$ cat src/rtl/fir_out_capture.sv
// fir_out_capture: rounds/narrows the FIR accumulator on capture_en and
// buffers results in a small FIFO presented as a valid/ready stream.
// Build option: define FIR_OUT_SAT_EN to saturate instead of wrap on narrowing.
// Ports:
//   clk, reset            - clock, async active-high reset
//   capture_en, acc_in    - capture strobe and signed accumulator value
//   out_valid/out_ready   - output stream handshake, out_data = FIFO head
//   level, full           - FIFO occupancy (0..DEPTH) and full flag
//   drop_cnt              - saturating count of samples lost to a full FIFO
module fir_out_capture #(
    parameter int ACC_W = 20,
    parameter int OUT_W = 8,
    parameter int SHIFT = 8,
    parameter int DEPTH = 4
) (
    input  logic                     clk,
    input  logic                     reset,
    input  logic                     capture_en,
    input  logic [ACC_W-1:0]         acc_in,
    output logic                     out_valid,
    input  logic                     out_ready,
    output logic [OUT_W-1:0]         out_data,
    output logic [$clog2(DEPTH):0]   level,
    output logic                     full,
    output logic [7:0]               drop_cnt
);

    localparam int PTR_W = $clog2(DEPTH);
    localparam int LVL_W = PTR_W + 1;
    localparam logic [ACC_W:0] HALF = (ACC_W+1)'(1) << (SHIFT - 1);

    logic signed [ACC_W:0] rnd;
    logic signed [ACC_W:0] shf;
    logic [OUT_W-1:0]      narrow;
    logic                  unused_shf;

`ifdef FIR_OUT_SAT_EN
    localparam logic signed [ACC_W:0] SAT_MAX =
        {{(ACC_W+2-OUT_W){1'b0}}, {(OUT_W-1){1'b1}}};
    localparam logic signed [ACC_W:0] SAT_MIN = ~SAT_MAX;
`endif

    // One extra bit of headroom so adding the half-LSB cannot overflow.
    always_comb begin
        rnd = signed'({acc_in[ACC_W-1], acc_in} + HALF);
        shf = rnd >>> SHIFT;
`ifdef FIR_OUT_SAT_EN
        if (shf > SAT_MAX) begin
            narrow = SAT_MAX[OUT_W-1:0];
        end else if (shf < SAT_MIN) begin
            narrow = SAT_MIN[OUT_W-1:0];
        end else begin
            narrow = shf[OUT_W-1:0];
        end
`else
        narrow = shf[OUT_W-1:0];
`endif
    end

    assign unused_shf = ^shf;

    logic             s1_valid;
    logic [OUT_W-1:0] s1_data;
    logic [OUT_W-1:0] mem [DEPTH];
    logic [PTR_W-1:0] wr_ptr;
    logic [PTR_W-1:0] rd_ptr;
    logic             push;
    logic             pop;
    logic             drop;

    assign out_valid = (level != '0);
    assign full      = (level == LVL_W'(DEPTH));
    assign pop       = out_valid & out_ready;
    // A full FIFO still accepts when the head leaves in the same cycle.
    assign push      = s1_valid & (~full | pop);
    assign drop      = s1_valid & ~push;

    always_ff @(posedge clk) begin
        if (push) begin
            mem[wr_ptr] <= s1_data;
        end
    end

    always_ff @(posedge clk or posedge reset) begin
        if (reset) begin
            s1_valid <= 1'b0;
            s1_data  <= '0;
            wr_ptr   <= '0;
            rd_ptr   <= '0;
            level    <= '0;
            drop_cnt <= '0;
            out_data <= '0;
        end else begin
            s1_valid <= capture_en;
            if (capture_en) begin
                s1_data <= narrow;
            end
            if (push) begin
                wr_ptr <= wr_ptr + PTR_W'(1);
            end
            if (pop) begin
                rd_ptr <= rd_ptr + PTR_W'(1);
            end
            if (push && !pop) begin
                level <= level + LVL_W'(1);
            end else if (pop && !push) begin
                level <= level - LVL_W'(1);
            end
            if (drop && drop_cnt != 8'hFF) begin
                drop_cnt <= drop_cnt + 8'd1;
            end
            // Registered head: the pushed sample becomes head when the FIFO
            // is (or becomes) empty, otherwise the next stored entry.
            // With no entries left the last value is held.
            if (push && (level == '0 || (level == LVL_W'(1) && pop))) begin
                out_data <= s1_data;
            end else if (pop && level > LVL_W'(1)) begin
                out_data <= mem[rd_ptr + PTR_W'(1)];
            end
        end
    end

endmodule

$ cat config.mk
export PLATFORM = sky130hd
export DESIGN_NAME = fir_out_capture
export DESIGN_NICKNAME = d
export VERILOG_FILES = /design/src/rtl/fir_out_capture.sv
export SDC_FILE = /design/constraint.sdc
export NUM_CORES = 1
export LEC_CHECK = 0
export BUFFER_PORTS_ARGS = -buffer_cell sky130_fd_sc_hd__buf_4
export CORE_MARGIN = 8
export CORE_UTILIZATION = 63
export CTS_BUF_LIST = sky130_fd_sc_hd__clkbuf_4
export DETAILED_ROUTE_END_ITERATION = 10
export GPL_ROUTABILITY_DRIVEN = 0
export GPL_TIMING_DRIVEN = 0
export PLACE_DENSITY = 0.87
export SLEW_MARGIN = 10
export SYNTH_ARGS = -nofsm -noshare
export SYNTH_HDL_FRONTEND = slang
export SYNTH_SLANG_ARGS = --single-unit
$ cat constraint.sdc
create_clock -name clk -period 3.1 [get_ports clk]
set_input_delay 0.62 -clock clk [delete_from_list [all_inputs] [get_ports clk]]
set_output_delay 0.62 -clock clk [all_outputs]
set_load 0.02 [all_outputs]
==> parameters.txt, run 1 <==
Parameter                              Value

Run status
  Result of the run    finished clean

Placement
  Setup WS pre-CTS    1130 ps
  Instance area at placement    3130 µm²
  Count of buffers from port buffering    33
  Placed cell count    ~280
  HPWL after detailed placement    between 3000 and 4000 µm

Logic synthesis
  Combined area of all synthesized cells    roughly 2800 µm²
  Cell type contributing the most total cell area after synthesis    sky130_fd_sc_hd__edfxtp_1
  Synthesized Nets    231
  Fraction of the yosys area taken by sequential cells    0.625
  Multiplexer share of the synthesized area    0.0794
  Main combinational cell family by area after synthesis    simple AND/OR/NAND/NOR gates
  Simple logic cell fraction of the synthesized area    0.110
  Post-synthesis xor/xnor area fraction    0.0466
  Syn avg cell area    14.4 µm²
  Flip-flop and latch count after synthesis    between 60 and 70
  Synth top area share    0.341
  Post-synthesis cell count    a little under 200
  Leading post-synthesis cells by cell area    sky130_fd_sc_hd__edfxtp_1 (34%), sky130_fd_sc_hd__dfrtp_1 (28%), sky130_fd_sc_hd__mux4_2 (6.4%)
  Count of cell types in the netlist    34
  Share of the synthesized area in compound gates (AO/OA/AOI/OAI)    0.0754
  Number of warning messages in the yosys log    0
  Adder-cell share of the synthesized area    0.0488

CTS
  Quantity of hold-fixing buffers added after cts    0
  Clock latency reported for the late side of the worst-skew pair    400 ps
  CTS Root Cell    sky130_fd_sc_hd__clkbuf_4
  Count of H-tree levels built during CTS    3
  Maximum number of buffers from clock root to sink    2
  Clk pin slew, worst setup/hold paths    110 ps
  Post-cts repair resize count    0
  Setup fix buffers added after clock tree synthesis    0
  Clock tree from TritonCTS    yes
  CTS buffer count    9
  # clock sinks    64

Cells and area
  # nets final    about 280
  Combined area of the multi-input logic cells    1010 µm²
  Fraction of layout cells with a size suffix above 1    0.310
  Number of filler instances in the final layout    279
  Post-Route Utilization    0.772
  Number of standard cells in the layout, taps in and fillers out    297
  Final antenna diode count    0
  Post-synthesis to final-layout area growth    18.4%
  Fin area    approximately 3300 µm²
  Register area    roughly 1800 µm²

Setup path
  Endpoint class of the critical path    output pin
  Worst Path Required    2480 ps
  Arrival time at the worst endpoint    1500 ps
  Startpoint of the worst register-to-register path    level[0]
  CP Class    flop to output pin
  R2r setup slk    roughly 1100 ps
  Endpoint of the worst-slack reg-to-reg timing path    mem[2][2]
  Largest fanout of any net on the critical path    6
  Element type at the critical path start    flop
  Worst Reg-to-Reg Cells    5

GRT
  Maximum number of pins on one net before global-route repair    33
  Antenna violations before repair    0
  Overflow after GRT    0
  Overall fraction of global-route tracks in use    0.160
  Global-route wire length before repair    8910 µm
  Vias in the first global route    1,806

STA
  Setup repair after global routing missed its margin    false
  Finish-stage setup viols    0
  Number of max-slew violations in the final report    0
  Final hold violation count    0
  Time the worst path needs with I/O delays and setup    2120 ps
  Part of the cycle the worst path needs    0.685
  Smallest setup slack after layout    977 ps
  Highest Clock Rate    0.471 GHz
  Measured slew at the worst slew-check pin    686 ps
  Normalized max-slew margin    0.542
  Worst clock skew    13.3 ps
  Total negative slack for setup checks    0 ps

Pwr
  Static Leak    1.38 nW
  IR drop worst, VDD    0.535 mV
  Total power density per cell area    between 900 and 1000 nW/µm²

Die
  Boundary pin count    45
  Area of the die    6870 µm²
  Number of cell rows    24
  Initial Utilization    0.652
  Area inside the core boundary    4320 µm²
  Die height    82.9 µm
  Die outline width    82.9 µm

Detailed routing
  Number of detailed-routing iterations run before antenna repair    4
  Remaining DRCs    0
  Total number of vias    approximately 1,700
  Remaining number of nets flagged by the antenna check after routing    0
  Avg Vias per Cell    5.76
  Per-cell routed wire length    between 15 and 20 µm
  Wire length after detailed routing    5300 µm
  Detailed router's first-iteration violation count    100

Job
  Maximum capacitance violations    0

Worst hold path
  Worst min path class    input pin to asynchronous set/reset pin
-- cells by family after synthesis --
kind of cell	count (synthesis)
simple gates	53
compound gates	30
fa+ha+maj	11
flops	64
mux	12
xor+xnor	15
buf+inv	11
-- sequential cells by signal, summed over array words and instances, names as in the netlist --
register	count
out_data	8
wr_ptr	2
s1_valid	1
drop_cnt	8
level	3
mem	32
s1_data	8
rd_ptr	2
-- layout make-up --
cell class                 count  share of cell area
sequential                    64               0.528
multi-input combinational    121               0.304
timing repair buffer          33              0.0742
clock inverter                 6              0.0393
clock buffer                  10              0.0225
tap                           52              0.0195
inverter                       7             0.00787
buffer                         4             0.00525
-- metrics by stage --
step	power, W	hold slack (ps)
3_3_place_gp	0.00229	497
5_1_grt	0.00326	389
4_1_cts	0.00314	391
2_1_floorplan	0.00198	485
6_report	0.00311	322
3_5_place_dp	0.00234	505
-- synthesized netlist by cell type, drive strengths merged --
library cell / number
and4b: 1
nor2: 11
nand3: 4
mux4: 8
o21ai: 3
a221o: 8
a31oi: 3
buf: 2
nor3b: 1
a21oi: 12
nand2b: 1
clkbuf: 2
inv: 7
o21a: 1
dfrtp: 32
mux2i: 1
a41oi: 1
o31ai: 1
and3: 4
nor2b: 2
nor3: 1
mux2: 3
xnor2: 10
a21boi: 1
and4: 1
edfxtp: 32
xor2: 5
nand2: 10
nand4: 2
and2: 15
ha: 11
-- power breakdown --
group          switching [W]  leakage [nW]  internal, W
sequential          0.000142         0.679      0.00113
combinational       0.000565         0.597     0.000491
clock               0.000290         0.104     0.000496
-- layout by cell type, fill, tap and decap left out, types with 3 or more instances in the layout --
cell type and count:
sky130_fd_sc_hd__buf_4 33, sky130_fd_sc_hd__dfrtp_1 32, sky130_fd_sc_hd__edfxtp_1 32, sky130_fd_sc_hd__nor2_1 11, sky130_fd_sc_hd__ha_1 11, sky130_fd_sc_hd__nand2_1 10, sky130_fd_sc_hd__xnor2_1 10, sky130_fd_sc_hd__a21oi_1 10
sky130_fd_sc_hd__clkbuf_4 10, sky130_fd_sc_hd__and2_2 9, sky130_fd_sc_hd__mux4_2 8, sky130_fd_sc_hd__a221o_1 8, sky130_fd_sc_hd__inv_1 6, sky130_fd_sc_hd__and2_1 6, sky130_fd_sc_hd__xor2_1 5, sky130_fd_sc_hd__nand3_1 4
sky130_fd_sc_hd__bufinv_16 4, sky130_fd_sc_hd__mux2_2 3, sky130_fd_sc_hd__and3_1 3, sky130_fd_sc_hd__o21ai_0 3, sky130_fd_sc_hd__a31oi_1 3
-- critical path, cell delays in order (launching register included) --
cell                      delay [ps]
sky130_fd_sc_hd__dfrtp_1         460
sky130_fd_sc_hd__inv_1            90
sky130_fd_sc_hd__ha_1            260
sky130_fd_sc_hd__nand2_1         110
sky130_fd_sc_hd__inv_1            40
sky130_fd_sc_hd__buf_4           150
-- worst max-delay path by stage --
stage	from	endpoint	slack [ps]	cells past startpoint
6_report	level[0]	full	980	5
5_1_grt	level[1]	full	870	5
4_1_cts	level[0]	full	970	5
3_5_place_dp	level[0]	mem[2][1]	1130	5
3_3_place_gp	level[0]	mem[1][1]	1150	5
2_1_floorplan	level[0]	level[2]	1250	8
-- metal layers --
metal | vias up | track usage | wire length [µm]
li1 | 811 | - | -
met1 | 842 | 0.179 | 2220
met2 | 45 | 0.274 | 2710
met3 | 14 | 0.0400 | 244
met4 | 0 | 0.0879 | 127
met5 | - | 0 | 0
(Power assumes the default switching activity.)
==> inputs of run 2 (changes only) <==
CORE_UTILIZATION = 53   (was 63)
PLACE_DENSITY = 0.77   (was 0.87)
clock period = 1.8 ns   (was 3.1 ns; I/O delays follow)
==> parameters.txt, run 2 (synthesis gave the netlist of run 1 again) <==
Parameter                              Value

Run status
  Result of the run    finished clean

CTS
  CTS Root Cell    sky130_fd_sc_hd__clkbuf_4
  CTS buffer count    9
  Clock tree from TritonCTS    yes
  Clk pin slew, worst setup/hold paths    100 ps
  Maximum number of buffers from clock root to sink    2
  # clock sinks    64
  Clock latency reported for the late side of the worst-skew pair    between 300 and 400 ps
  Count of H-tree levels built during CTS    3
  Quantity of hold-fixing buffers added after cts    0

Placement
  HPWL after detailed placement    3330 µm
  Placed cell count    roughly 300
  Count of buffers from port buffering    33

Cells and area
  Register area    roughly 1800 µm²
  Number of flip-flops under the largest register name    32
  # nets final    about 280
  Commonest non-fill, non-tap cells in the layout    sky130_fd_sc_hd__buf_4 (37), sky130_fd_sc_hd__edfxtp_1 (32), sky130_fd_sc_hd__dfrtp_1 (30), sky130_fd_sc_hd__and2_2 (13), sky130_fd_sc_hd__clkbuf_4 (13)
  Post-synthesis to final-layout area growth    19.3%
  Number of standard cells in the layout, taps in and fillers out    319
  Fraction of layout cells with a size suffix above 1    0.373
  Post-Route Utilization    0.659
  Most frequent standard cell in the layout excluding fill and tap cells    sky130_fd_sc_hd__buf_4
  Final antenna diode count    0
  Number of filler instances in the final layout    between 400 and 500
  Largest register by flop count    mem
  Combined area of the multi-input logic cells    about 1100 µm²

GRT
  Vias in the first global route    1,689
  Global-route wire length before repair    8050 µm
  Antenna violations before repair    0
  Maximum number of pins on one net before global-route repair    33
  Overflow after GRT    0
  Overall fraction of global-route tracks in use    0.137

Die
  Die outline width    88.9 µm
  Area inside the core boundary    5110 µm²
  Area of the die    a little under 8000 µm²
  Number of cell rows    26
  Die height    88.9 µm
  Initial Utilization    0.552
  Boundary pin count    45

Pwr
  Total power density per cell area    1500 nW/µm²
  Static Leak    between 1 and 1.5 nW
  IR drop worst, VDD    0.681 mV
  Total power    0.00505 W

Detailed routing
  Routed met1 length    2130 µm
  Remaining DRCs    0
  Detailed router's first-iteration violation count    38
  Number of detailed-routing iterations run before antenna repair    4
  Per-cell routed wire length    15.4 µm
  Highest Signal Layer    met4
  Remaining number of nets flagged by the antenna check after routing    0
  Met3 wire length    258 µm
  Wire length on met2    2460 µm
  Wire length after detailed routing    4910 µm
  Avg Vias per Cell    5.21
  Total number of vias    approximately 1,700

STA
  Highest Clock Rate    0.585 GHz
  Normalized max-slew margin    0.539
  Post-Route Hold Slack    77.2 ps
  Setup repair after global routing missed its margin    false
  Part of the cycle the worst path needs    0.950
  Final hold violation count    0
  Number of max-slew violations in the final report    0
  Measured slew at the worst slew-check pin    just under 700 ps
  Finish-stage setup viols    0
  Total negative slack for setup checks    0 ps
  Time the worst path needs with I/O delays and setup    1710 ps
  Worst clock skew    9.32 ps

Setup path
  Arrival time at the worst endpoint    1350 ps
  Worst Reg-to-Reg Cells    8
  Worst Path Required    approximately 1400 ps
  Element type at the critical path start    flop
  Endpoint class of the critical path    output pin
  CP Class    flop to output pin
  Cells traversed along the worst timing path    inv_2, ha_4, nand2_1, inv_1, buf_4
  CP max stage cell    sky130_fd_sc_hd__dfrtp_2
  Max incr delay on CP    about 440 ps
  Largest fanout of any net on the critical path    5

Worst hold path
  Worst min path class    input pin to asynchronous set/reset pin

Job
  Maximum capacitance violations    0
==> run 2: cell count changes in the layout (fill, tap and decap cells not counted), sizes merged <==
cell    change
clkbuf      +3
buf         +4
bufinv      -3
==> run 2: where the power goes <==
group	internal (W)	leakage, nW	switching (W)
registers	0.00195	0.676	0.000223
logic	0.000941	0.619	0.000984
clock network	0.000486	0.0780	0.000467
==> run 2: final cells by class <==
cell class / instances / share of cell area
repair buffers: 37 / 0.0826
multi-input cells: 121 / 0.312
plain buffers: 4 / 0.00521
inverters: 7 / 0.00781
clock buffers: 13 / 0.0290
flip-flops and latches: 64 / 0.524
clock inverters: 3 / 0.0126
well taps: 70 / 0.0260
==> run 2: per-stage QoR <==
stage / cell area, µm² / setup slack, ps
after CTS: 3340 / 28.3
after floorplan: 2820 / 17.8
final: 3360 / 89.6
after detailed placement: 3160 / -166
after global placement: 3160 / -105
after global routing: 3360 / 5.63
==> run 2: repair_timing <==
item,CTS,global route
gates resized for setup,10,1
endpoints found under the setup margin,45,35
setup buffers,1,3
pin swaps,1,0
==> run 2: layer usage <==
layer	global-route usage	up-vias
met2	0.221	32
met5	0	-
met1	0.164	802
met4	0.0725	0
met3	0.0368	4
li1	-	825
==> run 2: final timing paths <==
path                                  start           to  slack, ps
min in group clk                 capture_en     s1_valid        150
worst max-delay path               level[1]         full         90
worst min-delay path                  reset  out_data[7]         80
max in group asynchronous             reset     level[0]       1230
worst max register to register     level[1]     level[2]        110
worst min register to register  out_data[1]  out_data[1]        520
==> run 2: worst max-delay path, delay by kind of cell, from the launching register on <==
kind                       cells  cell delay [ps]
DFF                            1              440
buffers and inverters          3              290
adders and majority gates      1              160
and+or+nand+nor                1               80
